[src/rtl/fp_pkg.sv]
// Shared definitions for the FP result stage.
// Contents: binary32 field widths, the canonical quiet NaN, the bit index of
// each fclass category, the bit index of each sticky exception flag, and the
// record type held in each skid-buffer entry.
package fp_pkg;

    localparam int EXP_W   = 8;
    localparam int FRAC_W  = 23;
    localparam int CLASS_W = 10;
    localparam int FLAG_W  = 5;

    localparam logic [31:0] CANON_QNAN = 32'h7FC0_0000;

    // fclass one-hot bit positions
    localparam int CLS_NEG_INF  = 0;
    localparam int CLS_NEG_NORM = 1;
    localparam int CLS_NEG_SUB  = 2;
    localparam int CLS_NEG_ZERO = 3;
    localparam int CLS_POS_ZERO = 4;
    localparam int CLS_POS_SUB  = 5;
    localparam int CLS_POS_NORM = 6;
    localparam int CLS_POS_INF  = 7;
    localparam int CLS_SNAN     = 8;
    localparam int CLS_QNAN     = 9;

    // fflags bit positions, packed as {NV,DZ,OF,UF,NX}
    localparam int FLG_NV = 4;
    localparam int FLG_DZ = 3;
    localparam int FLG_OF = 2;
    localparam int FLG_UF = 1;
    localparam int FLG_NX = 0;

    // One buffered result together with its classification
    typedef struct packed {
        logic [31:0]        result;
        logic [CLASS_W-1:0] cls;
    } fp_entry_t;

endpackage

[src/rtl/fp_classify.sv]
// Combinational binary32 classifier.
// Ports:
//   value  in   32  binary32 value {sign,exp,frac}
//   cls    out  10  one-hot fclass vector (bit positions from fp_pkg)
module fp_classify
    import fp_pkg::*;
(
    input  logic [31:0]        value,
    output logic [CLASS_W-1:0] cls
);

    logic              sign_s;
    logic [EXP_W-1:0]  exp_s;
    logic [FRAC_W-1:0] frac_s;

    assign sign_s = value[31];
    assign exp_s  = value[30 -: EXP_W];
    assign frac_s = value[FRAC_W-1:0];

    // Decode exponent/fraction into exactly one class bit
    always_comb begin
        cls = {CLASS_W{1'b0}};
        if (exp_s == 8'hFF) begin
            if (frac_s == 23'h0) begin
                if (sign_s) begin
                    cls[CLS_NEG_INF] = 1'b1;
                end else begin
                    cls[CLS_POS_INF] = 1'b1;
                end
            end else if (frac_s[FRAC_W-1]) begin
                cls[CLS_QNAN] = 1'b1;
            end else begin
                cls[CLS_SNAN] = 1'b1;
            end
        end else if (exp_s == 8'h00) begin
            if (frac_s == 23'h0) begin
                if (sign_s) begin
                    cls[CLS_NEG_ZERO] = 1'b1;
                end else begin
                    cls[CLS_POS_ZERO] = 1'b1;
                end
            end else if (sign_s) begin
                cls[CLS_NEG_SUB] = 1'b1;
            end else begin
                cls[CLS_POS_SUB] = 1'b1;
            end
        end else if (sign_s) begin
            cls[CLS_NEG_NORM] = 1'b1;
        end else begin
            cls[CLS_POS_NORM] = 1'b1;
        end
    end

endmodule

[src/rtl/fp_result_stage.sv]
// Registered result stage behind the FP adder.
// Canonicalises NaNs, saturates overflow to signed infinity, optionally
// flushes underflow to signed zero, classifies the value, accumulates sticky
// exception flags and buffers results in a 2-entry skid buffer.
// Ports:
//   clk, rst                 clock, synchronous active-high reset
//   in_valid/in_ready        upstream handshake (in_ready is registered)
//   in_result                raw adder result
//   in_overflow/underflow/inexact  adder status
//   out_valid/out_ready      downstream handshake
//   out_result, out_class    processed value and its one-hot fclass
//   fflags                   sticky {NV,DZ,OF,UF,NX}
//   flags_clear              clear sticky flags
//   result_count             delivered-result counter, wraps
module fp_result_stage
    import fp_pkg::*;
#(
    parameter int XLEN  = 32,
    parameter bit FTZ   = 1'b1,
    parameter int CNT_W = 16
) (
    input  logic               clk,
    input  logic               rst,
    input  logic               in_valid,
    output logic               in_ready,
    input  logic [XLEN-1:0]    in_result,
    input  logic               in_overflow,
    input  logic               in_underflow,
    input  logic               in_inexact,
    output logic               out_valid,
    input  logic               out_ready,
    output logic [XLEN-1:0]    out_result,
    output logic [CLASS_W-1:0] out_class,
    output logic [FLAG_W-1:0]  fflags,
    input  logic               flags_clear,
    output logic [CNT_W-1:0]   result_count
);

    logic              sign_s;
    logic [EXP_W-1:0]  exp_s;
    logic [FRAC_W-1:0] frac_s;
    logic              is_nan_s;
    logic [XLEN-1:0]   proc_result_s;
    logic [XLEN-1:0]   class_src_s;
    logic [CLASS_W-1:0] proc_class_s;
    logic [FLAG_W-1:0] new_flags_s;
    logic              accept_s;
    logic              deliver_s;

    fp_entry_t         out_entry_r;
    fp_entry_t         skid_entry_r;
    fp_entry_t         new_entry_s;
    logic              out_valid_r;
    logic              skid_valid_r;
    logic [FLAG_W-1:0] fflags_r;
    logic [CNT_W-1:0]  count_r;

    assign sign_s   = in_result[XLEN-1];
    assign exp_s    = in_result[XLEN-2 -: EXP_W];
    assign frac_s   = in_result[FRAC_W-1:0];
    assign is_nan_s = (exp_s == 8'hFF) && (frac_s != 23'h0);

    // Apply NaN / overflow / underflow rules in priority order and derive new flags
    always_comb begin
        proc_result_s = in_result;
        new_flags_s   = 5'b00000;
        if (is_nan_s) begin
            proc_result_s       = CANON_QNAN;
            new_flags_s[FLG_NV] = ~frac_s[FRAC_W-1];
        end else if (in_overflow) begin
            proc_result_s       = {sign_s, 8'hFF, 23'h000000};
            new_flags_s[FLG_OF] = 1'b1;
            new_flags_s[FLG_NX] = 1'b1;
        end else if (in_underflow && FTZ) begin
            proc_result_s       = {sign_s, 31'h0000_0000};
            new_flags_s[FLG_UF] = 1'b1;
            new_flags_s[FLG_NX] = 1'b1;
        end else begin
            proc_result_s       = in_result;
            new_flags_s[FLG_NX] = in_inexact;
        end
    end

    // The canonical NaN is always quiet, so NaNs are classified on the raw
    // input to keep the signalling/quiet distinction visible downstream.
    assign class_src_s = is_nan_s ? in_result : proc_result_s;

    fp_classify u_classify (
        .value (class_src_s),
        .cls   (proc_class_s)
    );

    assign new_entry_s = '{result: proc_result_s, cls: proc_class_s};

    // Skid full means no room; in_ready depends only on registered state
    assign in_ready  = ~skid_valid_r;
    assign accept_s  = in_valid && ~skid_valid_r;
    assign deliver_s = out_valid_r && out_ready;

    // Two-entry FIFO: primary output register backed by one skid register
    always_ff @(posedge clk) begin
        if (rst) begin
            out_valid_r  <= 1'b0;
            skid_valid_r <= 1'b0;
            out_entry_r  <= '{result: 32'h0000_0000, cls: 10'b0};
            skid_entry_r <= '{result: 32'h0000_0000, cls: 10'b0};
        end else if (deliver_s) begin
            if (skid_valid_r) begin
                // skid full implies no accept this cycle
                out_entry_r  <= skid_entry_r;
                skid_valid_r <= 1'b0;
            end else if (accept_s) begin
                out_entry_r  <= new_entry_s;
            end else begin
                out_valid_r  <= 1'b0;
            end
        end else if (accept_s) begin
            if (out_valid_r) begin
                skid_entry_r <= new_entry_s;
                skid_valid_r <= 1'b1;
            end else begin
                out_entry_r  <= new_entry_s;
                out_valid_r  <= 1'b1;
            end
        end
    end

    // Sticky exception flags; a clear coinciding with an accept keeps only the new flags
    always_ff @(posedge clk) begin
        if (rst) begin
            fflags_r <= 5'b00000;
        end else if (flags_clear) begin
            fflags_r <= accept_s ? new_flags_s : 5'b00000;
        end else if (accept_s) begin
            fflags_r <= fflags_r | new_flags_s;
        end
    end

    // Count delivered results, wrapping naturally
    always_ff @(posedge clk) begin
        if (rst) begin
            count_r <= {CNT_W{1'b0}};
        end else if (deliver_s) begin
            count_r <= count_r + {{(CNT_W-1){1'b0}}, 1'b1};
        end
    end

    assign out_valid    = out_valid_r;
    assign out_result   = out_entry_r.result;
    assign out_class    = out_entry_r.cls;
    assign fflags       = fflags_r;
    assign result_count = count_r;

endmodule

[config.mk]
export PLATFORM = sky130hd
export DESIGN_NAME = fp_result_stage
export DESIGN_NICKNAME = d
export VERILOG_FILES = /design/src/rtl/fp_pkg.sv /design/src/rtl/fp_classify.sv /design/src/rtl/fp_result_stage.sv
export SDC_FILE = /design/constraint.sdc
export NUM_CORES = 1
export LEC_CHECK = 0
export BUFFER_PORTS_ARGS = -buffer_cell sky130_fd_sc_hd__buf_2
export CORE_MARGIN = 8
export CORE_UTILIZATION = 25
export DETAILED_ROUTE_END_ITERATION = 16
export HOLD_SLACK_MARGIN = 0.15
export SLEW_MARGIN = 20
export SYNTH_ARGS = -nofsm -noshare
export SYNTH_HDL_FRONTEND = slang
export SYNTH_SLANG_ARGS = --single-unit
export TNS_END_PERCENT = 5
[constraint.sdc]
create_clock -name clk -period 3.87 [get_ports clk]
set_input_delay 0.774 -clock clk [delete_from_list [all_inputs] [get_ports clk]]
set_output_delay 0.774 -clock clk [all_outputs]
set_load 0.01 [all_outputs]
; Word level (Yosys, flattened, before mapping)
; Cells that the tools add are included.
[word_totals]
word_cells = 71
reg_bits = 107
output_inout_bits = 65
in_bits = 40
[classes]
n_mux = 39
eq_ne = 5
bitwise = 4
n_addsub = 1
reduce_logical = 14
[ops]
columns = operator, count
row1 = 42-bit two-way mux, 5
row2 = 32-bit two-way mux, 2
row3 = 31-bit two-way mux, 2
row4 = 23-bit zero test, 1
row5 = 23-bit nonzero test, 1
row6 = 1-bit two-way mux, 21
row7 = "16-bit by 1-bit adder with 16-bit output, second input constant", 1
row8 = "8-bit == test, second input constant", 2
row9 = 5-bit two-way mux, 3
row10 = 3-bit AND reduction, 3
row11 = 8-bit zero test, 1
row12 = 3-bit two-way mux, 2
row13 = 6-bit two-way mux, 1
row14 = "2-bit inequality test, second input constant", 3
row15 = 2-bit nonzero test, 3
row16 = 5-bit OR, 1
row17 = 2-bit two-way mux, 2
row18 = 4-bit two-way mux, 1
row19 = 1-bit logical AND, 3
row20 = 1-bit inverter, 3
row21 = 2-bit AND reduction, 1
row22 = 2-bit OR reduction, 1

; Depth between registers and ports, before layout
[logic_depth]
word_depth = 11
mapped_depth = 7
depth_no_buf = 5

; Cells and area by module
; From an unflattened synthesis, not the netlist that was laid out.
[unflattened]
cells_unflattened = 561
hier_area_um2 = 4820.9
[modules_own_cells]
columns = mod, cells_per_inst, seq_area_each_um2, instances, area_per_inst_um2
row1 = fp_result_stage, 532, 2122.0, 1, 4593.2
row2 = fp_classify, 29, 0.0, 1, 227.7

; Worst setup path after synthesis
; Ideal clock, no wire load.
[synth_timing]
kind = input port to flip-flop
from = input in_result[3]
to = register skid_entry_r[10] in the netlist's numbering
n_path_buf = 1
path_slack_ns = 1.531
setup_time_ns = 0.060
stages = 6
arrival_ns = 2.279
required_ns = 3.810
path_cell_list = or4_1 -> nor2_4 -> nand2_2 -> a2111oi_4 -> buf_6 -> a22o_1
[synth_between]
elab_chain_len = 3
[synth_lines]
columns = element, line
row1 = "start, declared", fp_result_stage.sv:26  ; input logic [XLEN-1:0] in_result,
row2 = 23-bit nonzero test, fp_result_stage.sv:61  ; assign is_nan_s = (exp_s == 8'hFF) && (frac_s != 23'h0);
row3 = 1-bit logical AND, fp_result_stage.sv:61
row4 = 32-bit two-way mux, fp_result_stage.sv:67  ; if (is_nan_s) begin
row5 = "end signal, assigned", fp_result_stage.sv:106  ; skid_entry_r <= '{result: 32'h0000_0000, cls: 10'b0};
row6 = "end signal, assigned", fp_result_stage.sv:119  ; skid_entry_r <= new_entry_s;
row7 = "end, declared", fp_result_stage.sv:51  ; fp_entry_t skid_entry_r;
; Every way passes these cells.
; A chain may end at the register's enable or synchronous reset.

; Worst setup path after layout
[layout_timing]
from = input in_result[0]
to = register skid_entry_r[24] in the netlist's numbering
; The elaborated chain is that of the path after synthesis.

==> metrics.cfg <==
[logic_synthesis]
synthCells = 520
yosysUniqueCellTypes = 45
synth_top_area_cell = dfxtp_1
synth.avg_cell_area_um2 = 8.56
synth_top_family_by_area = simple AND/OR/NAND/NOR gates
synth_compound_area_frac = 0.214
synth-simple-area-share = 0.229
synth-xor-area-share = 0.0276
synthMuxAreaShare = 0.00225
ys_seq_elements = 106
async_reset_ff_frac = 0
synth_warnings = 0
synth_top_cells_by_area = dfxtp_1, o21ai_0, nand2_1
synth-adder-area-share = 0.00281
synth_top_flop_cell = dfxtp_1
synth_edf_count = 0
synth_nets = 561
ys_seq_area_frac = 0.477
yosysMostFrequentCell = dfxtp_1
syn-cell-area_um2 = 4450
yosys-top-cells-count = dfxtp_1, nand2_1, o21ai_0
synth_top_area_frac = 0.477

[drt]
vias = 4172
vias_per_cell = 5.01
drt_pre_antenna_iters = 5
wl_per_cell_um = 16.6
ant_nets = 0
drtIter0Drc = 268
drc = 0
drt_wl_total_um = 13900

[layout]
drive_above_1_share = 0.229
fin_util = 0.316
fillers = 1840
area_growth_pct = 23.2
fin_nets = 642
stdcell_count = 832

[clock_tree]
cts_tree = built
clk_latency_ps = 350
cts_buffer_depth = 2
post_cts_buffers = 0
numCtsBuffers = 9
path_clk_slew_ps = 70
post_cts_resized = 0
htree_levels = 3
cts_root_buf = clkbuf_16
cts-hold-fix-buffers = 0
clock-sinks = 106

[flow_run]
cap_violations = 0

[place]
gp_congestion = 0.778
portBuffers = 103
place.detailed.hpwl_um = 9630
dp_slack_ps = 1200
dp.cells = 815

[sta]
slew_violations = 0
fmax_mhz = 425
setup_violations = 0
hold_viol = 0
period_needed_ps = 2350
worst_pin_slew_ps = 788
fin_worst_skew_ps = 6.44
setup_tns_ps = 0
slew_headroom = 0.475
fin_ws_ps = 1520
rsz0062_at_grt = false
period_share = 0.608

[global_route]
grt_pass1_wl_um = 22200
grt_use_total = 0.125
grt_overflow = 0
grt_max_degree = 49
grt_pass1_vias = 4043
antenna_found_initial = 2

[setup_path]
regToRegStartpoint = skid_valid_r
critPathRequiredTime_ps = 4160
critical_path_class = input pin to flip-flop
reg2reg_slack_ps = 1920
critPathLaunchType = input pin
crit-reg2reg-capture = out_result[11]
crit_arrival_ps = 2650
crit_fanout = 22
r2r_cells = 5
worstSetupEndpointType = flip-flop

[hold_path]
hold_class = flip-flop to flip-flop
hold_end = out_result[30]
hold_depth = 2
min_from = out_result[30]

[floorplanning]
io_pins = 105
start_util = 0.256
die_area_um2 = 22300
rows = 48
fp.dieH_um = 149
die_w_um = 149
core_um2 = 17400

[pwr]
p_per_area_nw_per_um2 = 441
ir_drop_uv = 216
leakagePower_nw = 2.14

[status]
status = finished, final reports clean

## registers in the layout, indices dropped and copies added (netlist names)
name / cells
out_result: 32
skid_valid_r: 1
out_class: 10
result_count: 16
skid_entry_r: 42
out_valid: 1
fflags: 4
## worst max path at each step
| stage | start | endpoint | slack [ps] |
|---|---|---|---|
| floorplan | in_result[3] | skid_entry_r[10] | 1530 |
| CTS | in_result[0] | skid_entry_r[24] | 1570 |
| finish | in_result[0] | skid_entry_r[24] | 1520 |
| detailed placement | in_result[0] | skid_entry_r[30] | 1200 |
| global route | in_result[0] | skid_entry_r[14] | 1440 |
| global placement | in_result[0] | skid_entry_r[25] | 1240 |
## area by class of cell
| class | count | area [um^2] | share of cell area |
|---|---|---|---|
| Multi-Input combinational cell | 365 | 2130 | 0.389 |
| Sequential cell | 106 | 2120 | 0.387 |
| Timing Repair Buffer | 115 | 606 | 0.111 |
| Tap cell | 225 | 282 | 0.0514 |
| Clock buffer | 12 | 267 | 0.0486 |
| Clock inverter | 4 | 55.1 | 0.0100 |
| Inverter | 4 | 15.0 | 0.00274 |
| Antenna cell | 1 | 2.50 | 0.000457 |
## power by group
part	total (mW)	internal (mW)	switching [mW]
logic	0.265	0.0974	0.167
registers	1.16	1.14	0.0248
clock network	0.986	0.560	0.426
total	2.42	1.80	0.619
## logic make-up (layout without fill, tap and decap cells)
family                     after synthesis  after routing
and+or+nand+nor                        196            196
other                                    1              2
AOI/OAI and AO/OA                      152            152
DFF                                    106            106
xor gates and xnor gates                14             14
buffers and inverters                   49            135
adders and majority gates                1              1
muxes                                    1              1
## cells in the final DEF, fill, tap and decap left out, drive strengths merged, types with 5 or more instances in the layout
cell	n
a21oi	28
a22o	22
a31oi	31
and3	7
buf	115
clkbuf	12
dfxtp	106
inv	6
nand2	61
nand2b	8
nand3	13
nand4	34
nor2	30
nor2b	5
nor3	8
nor4	7
nor4b	6
o21ai	54
xor2	12
## critical path, stage by stage
cell and delay [ps]:
buf_2 120, nor4_1 400, and4_1 390, nand2_2 130, a2111oi_4 290, buf_4 340, a22o_1 190
## through the flow
stage / cell area (um^2) / hold slack, ps / total power, mW
final: 5480 / 442 / 2.42
after global routing: 5480 / 472 / 2.52
after floorplan: 4450 / 432 / 1.34
after CTS: 5480 / 448 / 2.45
after global placement: 5160 / 434 / 1.46
after detailed placement: 5160 / 437 / 1.46
## metal layers
| metal | up-vias | GRT usage | routed length, um |
|---|---|---|---|
| met4 | 2 | 0.0515 | 334 |
| met3 | 23 | 0.0428 | 1020 |
| li1 | 2069 | - | - |
| met2 | 116 | 0.190 | 6220 |
| met5 | - | 0 | 12 |
| met1 | 1962 | 0.158 | 6260 |
(Power assumes the default switching activity.)
